--- config.mk ---
export PLATFORM = sky130hd
export DESIGN_NAME = fifo_byte_packer
export DESIGN_NICKNAME = d
export VERILOG_FILES = /design/src/rtl/fifo_pkg.sv /design/src/rtl/word_out_reg.sv /design/src/rtl/fifo_byte_packer.sv
export SDC_FILE = /design/constraint.sdc
export NUM_CORES = 1
export LEC_CHECK = 0
export ABC_CLOCK_PERIOD_IN_PS = 1750
export CAP_MARGIN = 20
export CORE_AREA = 2 2 99 101
export CTS_CLUSTER_SIZE = 16
export DETAILED_ROUTE_END_ITERATION = 10
export DIE_AREA = 0 0 101 103
export GPL_TIMING_DRIVEN = 0
export PLACE_DENSITY_LB_ADDON = 0.08
export SLEW_MARGIN = 20
export SYNTH_ARGS = -nofsm -noshare
export SYNTH_HDL_FRONTEND = slang
export SYNTH_SLANG_ARGS = --single-unit
--- constraint.sdc ---
create_clock -name Clk -period 1.75 [get_ports Clk]
set_input_delay 0.2625 -clock Clk [delete_from_list [all_inputs] [get_ports Clk]]
set_output_delay 0.2625 -clock Clk [all_outputs]
set_load 0.01 [all_outputs]
--- src/rtl/fifo_pkg.sv ---
// rtl/fifo_pkg.sv - shared constants and helpers for the byte FIFO read side
package fifo_pkg;

    localparam int FIFO_DATA_WIDTH = 8;

    // Flush FSM: FILL accumulates normally, DRAIN holds pops until the partial word leaves
    localparam logic [0:0] ST_FILL  = 1'b0;
    localparam logic [0:0] ST_DRAIN = 1'b1;

    // Low 'count' bits set; count of 8 yields all ones
    function automatic logic [7:0] keep_from_count(input logic [3:0] count);
        logic [8:0] ones;
        ones = (9'd1 << count) - 9'd1;
        return ones[7:0];
    endfunction

endpackage

--- src/rtl/word_out_reg.sv ---
// rtl/word_out_reg.sv - output holding register with valid/ready handshake
module word_out_reg #(
    parameter int WIDTH      = 32,
    parameter int KEEP_WIDTH = 4
) (
    input  logic                  clk,
    input  logic                  reset,
    input  logic                  load,
    input  logic [WIDTH-1:0]      load_data,
    input  logic [KEEP_WIDTH-1:0] load_keep,
    input  logic                  ready,
    output logic                  valid,
    output logic [WIDTH-1:0]      data,
    output logic [KEEP_WIDTH-1:0] keep,
    output logic                  free
);

    // Register can take a new word when empty or when its current word leaves this cycle
    assign free = !valid || ready;

    // Hold the word until accepted; a load in the acceptance cycle replaces it directly
    always_ff @(posedge clk) begin
        if (reset) begin
            valid <= 1'b0;
            data  <= '0;
            keep  <= '0;
        end else if (load) begin
            valid <= 1'b1;
            data  <= load_data;
            keep  <= load_keep;
        end else if (ready) begin
            valid <= 1'b0;
        end
    end

endmodule

--- src/rtl/fifo_byte_packer.sv ---
// rtl/fifo_byte_packer.sv - pops bytes from the BRAM FIFO and packs them into keep-masked words
module fifo_byte_packer
    import fifo_pkg::*;
#(
    parameter int DATA_WIDTH     = FIFO_DATA_WIDTH,
    parameter int BYTES_PER_WORD = 4
) (
    input  logic                                 Clk,
    input  logic                                 Reset,
    input  logic                                 FIFO_Empty,
    output logic                                 FIFO_Read,
    input  logic [DATA_WIDTH-1:0]                FIFO_Read_data,
    input  logic                                 Flush,
    output logic                                 Word_valid,
    input  logic                                 Word_ready,
    output logic [DATA_WIDTH*BYTES_PER_WORD-1:0] Word_data,
    output logic [BYTES_PER_WORD-1:0]            Word_keep,
    output logic                                 Idle
);

    localparam int WW = DATA_WIDTH * BYTES_PER_WORD;
    localparam int CW = $clog2(BYTES_PER_WORD + 1);
    localparam int IW = $clog2(BYTES_PER_WORD);
    localparam logic [CW-1:0] FULL = CW'(BYTES_PER_WORD);

    logic [BYTES_PER_WORD-1:0][DATA_WIDTH-1:0] acc;
    logic [CW-1:0]             count;
    logic [CW-1:0]             count_next;
    logic                      inflight;
    logic [0:0]                state;
    logic [0:0]                state_next;
    logic                      flush_pending;
    logic [CW:0]               occupancy;
    logic                      out_free;
    logic                      full_xfer;
    logic                      part_xfer;
    logic                      empty_clear;
    logic                      load;
    logic                      valid_next;
    logic [7:0]                keep_wide;
    logic [BYTES_PER_WORD-1:0] load_keep;
    logic [WW-1:0]             load_data;

    assign flush_pending = (state == ST_DRAIN);
    assign occupancy     = {1'b0, count} + {{CW{1'b0}}, inflight};

    // Reset also gates the pop: the FIFO is being cleared alongside, so nothing may be taken from it
    assign FIFO_Read = !Reset && !FIFO_Empty && !flush_pending && (occupancy < {1'b0, FULL});

    assign full_xfer   = out_free && (count == FULL);
    assign part_xfer   = out_free && flush_pending && !inflight && (count != '0);
    assign empty_clear = flush_pending && !inflight && (count == '0);
    assign load        = full_xfer || part_xfer;
    assign valid_next  = load || (Word_valid && !Word_ready);

    assign keep_wide = keep_from_count(4'(count));
    assign load_keep = keep_wide[BYTES_PER_WORD-1:0];

    // Build the outgoing word, zeroing lanes beyond the accumulated count
    always_comb begin
        load_data = '0;
        for (int i = 0; i < BYTES_PER_WORD; i++) begin
            if (load_keep[i]) begin
                load_data[i*DATA_WIDTH +: DATA_WIDTH] = acc[i];
            end
        end
    end

    // Next count and flush FSM state
    always_comb begin
        count_next = count;
        if (load) begin
            count_next = '0;
        end else if (inflight) begin
            count_next = count + CW'(1);
        end
        state_next = state;
        if (state == ST_FILL) begin
            if (Flush) begin
                state_next = ST_DRAIN;
            end
        end else if (part_xfer || empty_clear) begin
            state_next = ST_FILL;
        end
    end

    // Accumulator control state and the registered Idle flag
    always_ff @(posedge Clk) begin
        if (Reset) begin
            count    <= '0;
            inflight <= 1'b0;
            state    <= ST_FILL;
            Idle     <= 1'b1;
        end else begin
            count    <= count_next;
            inflight <= FIFO_Read;
            state    <= state_next;
            Idle     <= (count_next == '0) && !FIFO_Read && (state_next == ST_FILL) && !valid_next;
        end
    end

    // Byte lanes; stale lanes are masked on transfer so they need no reset
    always_ff @(posedge Clk) begin
        if (inflight) begin
            acc[count[IW-1:0]] <= FIFO_Read_data;
        end
    end

    word_out_reg #(
        .WIDTH      (WW),
        .KEEP_WIDTH (BYTES_PER_WORD)
    ) u_word_out_reg (
        .clk       (Clk),
        .reset     (Reset),
        .load      (load),
        .load_data (load_data),
        .load_keep (load_keep),
        .ready     (Word_ready),
        .valid     (Word_valid),
        .data      (Word_data),
        .keep      (Word_keep),
        .free      (out_free)
    );

endmodule

# Yosys cells after proc, flatten, opt, wreduce, memory -nomap -nowiden
# Index checks and enable logic that the tools add are counted.
totals:
  reg_bits: 75
  ram_bits: 0
  latchBits: 0
  romBits: 0
  in_bits: 13
  output_inout_bits: 39
  memories: 0
classes:
  n_reduce_logical: 30
  eq_ne: 1
  n_lt_le_gt_ge: 3
  add_sub_neg: 3
  n_shift: 1
  muxes: 14
  multipliers: 0
  div: 0
  bitwise: 1
op_table:
  columns: ["cell", "n"]
  rows:
  - ["two-way mux 8 bit", 5]
  - ["bitwise mux 32 bit", 1]
  - ["demux 8 bit (select 2 bit)", 1]
  - ["logical AND 1 bit", 14]
  - ["logical NOT 1 bit", 8]
  - ["logical NOT 3 bit", 2]
  - ["two-way mux 3 bit", 2]
  - ["two-way mux 1 bit", 5]
  - ["adder 3 x 1 -> 4 bit", 1]
  - ["logical OR 1 bit", 4]
  - ["< comparator 4 x 3 -> 1 bit (second input constant)", 1]
  - ["left shift 1 x 3 -> 4 bit (first input constant)", 1]
  - ["subtractor 4 x 1 -> 4 bit (second input constant)", 1]
  - ["adder 3 x 1 -> 3 bit (second input constant)", 1]
  - ["equality test 3 bit (second input constant)", 1]
  - ["< comparator 2 x 3 -> 1 bit (second input constant)", 1]
  - ["nonzero test 3 bit", 1]
  - ["greater-or-equal comparator 2 x 1 -> 1 bit (second input constant)", 1]
  - ["nonzero test 2 bit", 1]
  - ["inverter 1 bit", 1]

# Longest topological paths before layout
logic_depth:
  depth_word: 11
  mapped_depth: 8
  mapped_depth_nobuf: 7

# Modules after synthesis
# From an unflattened synthesis, not the netlist that was laid out.
hier_totals:
  cells_unflattened: 235
  area_unflattened_um2: 2930.3
by_module_without_submodules:
  columns: ["mod", "area_each_um2", "seq_area_each_um2", "instances", "cells_per_inst"]
  rows:
  - ["fifo_byte_packer", 1589.0, 1081.0, 1, 115]
  - ["word_out_reg", 1341.3, 740.7, 1, 120]

# Least setup slack after synthesis
# OpenSTA, ideal clock, no wires.
synth_path:
  path_type: "register to register"
  startpoint: "reg count[1]"
  endpoint: "reg u_word_out_reg.keep[3]"
  arrival_ns: 1.743
  period_less_slack_ns: 1.875
  path_slack_ns: -0.125
  path_stages_with_launch: 9
  path_buffers: 2
  path_cell_list: "dfxtp_1 inv_1 ha_1 or3b_4 a21o_1 buf_6 buf_2 nand3b_1 o31ai_2"
synth_between:
  elab_chain_cells: 3
synth_lines:
  columns: ["item", "line_no", "rtl"]
  rows:
  - ["start, declared", "fifo_byte_packer.sv:27", "logic [CW-1:0] count;"]
  - ["start signal, assigned", "fifo_byte_packer.sv:95", "count <= count_next;"]
  - ["branches (longest 3 deep; another with subtractor 4 x 1 -> 4 bit)", null, null]
  - ["end signal, assigned", "word_out_reg.sv:30", "keep <= load_keep;"]
  - ["end, declared", "word_out_reg.sv:14", "output logic [KEEP_WIDTH-1:0] keep,"]
# Several ways; the timed one is not identified.
# A chain may end at the register's enable or synchronous reset.

# Final worst setup path
# Ends and elaborated chain as after synthesis.

==> results.md <==
- Via count: just over 2,000
- Vias per Instance: about 4.7
- Vert. Die Dim: just over 100 um
- Initial Utilization: between 20% and 30%
- CP startpoint: count[1]
- Psw: 968 uW
- First-pass detailed-route iteration total: 4
- Largest family of logic cells by synthesized area: simple AND/OR/NAND/NOR gates
- Number of global-route vias before repair: ~1,900
- Number of distinct library cells after synthesis: 32
- Non-Filler Instances: 432
- Post-Synth Simple-Gate Area: roughly 16%
- Final hold vios: 0
- Total Power: approximately 3.8 mW
- # rows: 36
- Yosys reg bits: 75
- Overall routed net length: ~7000 um
- Synth Cell Area: around 2800 sq um
- Fin Hold WS: approximately 330 ps
- Die Width: a little over 100 um
- Worst hold path type: input port to flop
- RD Place Congestion: between 0.7 and 0.8
- Core area: around 9500 sq um
- CP endpoint kind: flop
- Sequential Power Share: ~50%
- Layout cell share with drive strength beyond 1: between 20 and 25%
- Dpl hpwl: between 4000 and 5000 um
- # placed instances: around 400
- Max VDD drop: ~0.39 mV
- Crit path launch type: flop
- Clock network power share: 34.7%
- CP Data Required Time: about 2000 ps
- Crit Reg-Reg Startpoint: count[1]
- Max_cap viols: 0
- Net Sw Frac: between 20% and 30%
- Largest net degree at the start of global routing: 13
- Wire per inst: ~16 um
- Most used cell, CP: buf_6
- Worst Path Max Fanout: 10
- Clock Pin Slew Worst Setup and Hold Paths: roughly 70 ps
- Final Max Slew Viols: 0
- Syn Nets: around 260
- Initial detailed-routing violation count: 60
- First-pass GRT wire length: 10,400 um
- Post-route ant nets: 0
- CTS tree: yes
- IO Pins: 52
- Syn Area/Cell: about 11 sq um
- Synth-to-Final Area Change: 40.5%
- Complex-gate fraction of the synthesized area: 9.45%
- PD cells: 986 nW/um^2
- Clock buffer count from CTS: 9
- CTS Root Cell: clkbuf_8
- Hold path startpoint: FIFO_Empty
- Fill cells: a little under 1,000
- Fmax: between 0.5 and 0.6 GHz
- IO buf count: 50
- RSZ-0062 raised after global routing: true
- Synth Instances: roughly 240
- DIE AREA: about 10,000 sq um
- Skew final: around 11 ps
- Final setup viols: 0
- Slew HR: 61.6%
- Drt drc: 0
- DP Area: 3410 sq um
- Initial antenna violation count: 0
- Slowest stage delay, CP: approximately 400 ps
- Clk buf depth: 2
- Gate power share: about 15%
- Post-synthesis mux area share: less than 1%
- Final Cycle Share: 99.7%
- Worst path buffer plus inverter count: 3
- Synth Area in Adders: around 3.2%
- Final min period: 1740 ps
- Design Area, Final: roughly 3900 sq um
- Slowest CP cell: or3b_4
- Post-Synth XOR/XNOR Area: less than 1%
- H-tree levels: 3
- GRT overflow: 0
- Leak Pwr: between 1 and 1.5 nW
- Worst endpoint data arrival time: 1960 ps
- Tightest Pin Transition: around 580 ps
- Cell internal pwr: 2.85 mW
- GRT Total Usage: approximately 14%
- Critical path cell sequence: inv_4 > ha_4 > or3b_4 > a21o_1 > buf_6 > buf_6 > nand3b_1 > o31ai_2
- Clock Sinks: 75
- Ant diodes: 0
- Worst path top cell family by delay: simple AND/OR/NAND/NOR gates
- Synth warn: 0
- Nets: 333
- Post-synthesis sequential area ratio: around two thirds
- Clock latency reported for the late side of the worst-skew pair: 350 ps
- WS Path Type: flop to flop
- Status: finished, final reports clean
-- cell type report --
type,count,area [sq um],area share [%]
repair buffers,61,613,15.8
clock inverters,5,52.6,1.36
plain buffers,14,120,3.10
multi-input cells,146,943,24.4
flip-flops and latches,75,1830,47.3
well taps,114,143,3.69
clock buffers,11,141,3.65
inverters,6,25.0,0.647
-- path summary, 6_finish.rpt --
kind | endpoint | slack (ps) | cells past startpoint
hold / removal | inflight | 330 | 3
hold reg to reg | u_word_out_reg.data[8] | 460 | 2
setup reg to reg | u_word_out_reg.keep[3] | 5 | 8
setup / recovery | u_word_out_reg.keep[3] | 5 | 8
-- logic make-up (layout without fill, tap and decap cells) --
logic type      Yosys count  after routing
compound gates           46             46
xor+xnor                  2              2
fa+ha+maj                 7              7
buf+inv                  20             97
flops                    75             75
mux                       1              1
simple gates             90             90
-- synth_stat cells, drive strengths merged --
cell,instances,area (sq um)
dfxtp,43,861
nand2,38,143
edfxtp,32,961
a21oi,30,154
nand3,22,110
nand3b,11,82.6
buf,9,75.1
o21ai,8,40.0
ha,7,87.6
inv,6,22.5
nor2,6,22.5
clkbuf,5,18.8
and2,4,25.0
nor3,3,15.0
a31oi,2,12.5
nand2b,2,12.5
a2111oi,1,8.76
a211oi,1,7.51
a21o,1,7.51
a311oi,1,8.76
and3,1,6.26
mux2i,1,10.0
nor2b,1,6.26
o31ai,1,12.5
o41ai,1,8.76
or3b,1,11.3
or4,1,7.51
xnor2,1,8.76
xor2,1,8.76
-- cell usage in the layout, fill, tap and decap left out, types with 5 or more instances in the layout --
cell type | netlist | routed
ha_1 | 7 | 6
dfxtp_1 | 43 | 39
a21oi_2 | 1 | 5
o21ai_1 | 8 | 8
nand3b_1 | 11 | 11
nand2_1 | 38 | 28
a21oi_1 | 29 | 23
edfxtp_1 | 32 | 32
nand3_1 | 22 | 21
buf_4 | 0 | 10
clkdlybuf4s50_1 | 0 | 48
nand2_2 | 0 | 7
clkbuf_8 | 0 | 10
nor2_1 | 6 | 6
buf_6 | 5 | 5
clkbuf_1 | 5 | 6
-- power by group through the flow --
stage	Clock (mW)	Sequential (mW)	Combinational, mW
3_5_place_dp	0	1.96	0.468
5_1_grt	1.45	1.92	0.628
6_report	1.33	1.91	0.578
4_1_cts	1.37	1.91	0.540
2_1_floorplan	0	1.97	0.246
3_3_place_gp	0	1.96	0.469
-- what timing repair did --
item | CTS | global route
cloned | 0 | 1
endpoints found under the setup margin | 38 | 35
endpoints found under the hold margin | 0 | 0
hold buffers | 0 | 0
gates resized for setup | 21 | 27
pin swaps | 5 | 10
setup buffers | 8 | 2
-- worst register-to-register path, stage by stage, from the launching register on --
cell and delay [ps]:
dfxtp_4 370, inv_4 40, ha_4 160, or3b_4 400, a21o_1 200, buf_6 140, buf_6 150, nand3b_1 90
o31ai_2 60
-- sequential cells by signal (all words and copies together) (netlist names) --
register	flops
u_word_out_reg.keep	4
u_word_out_reg.valid	1
count	3
flush_pending	1
acc	32
Idle	1
inflight	1
u_word_out_reg.data	32
-- routing by layer --
metal	routed length (um)	track usage, %	vias to the layer above
met1	3400	18.8	968
met4	147	6.55	0
li1	-	-	989
met2	3170	21.4	44
met5	0	0	-
met3	199	2.64	12
-- metrics by stage --
step / setup WS [ps] / utilization (%) / TNS, ps
5_1_grt: -63.9 / 40.9 / -1100
2_1_floorplan: 11.7 / - / 0
3_5_place_dp: -416 / 36.1 / -5530
6_report: 5.21 / 40.9 / 0
3_3_place_gp: -414 / 36.1 / -5870
4_1_cts: 2.92 / 39.6 / 0
Power figures use the tool's default switching activity.
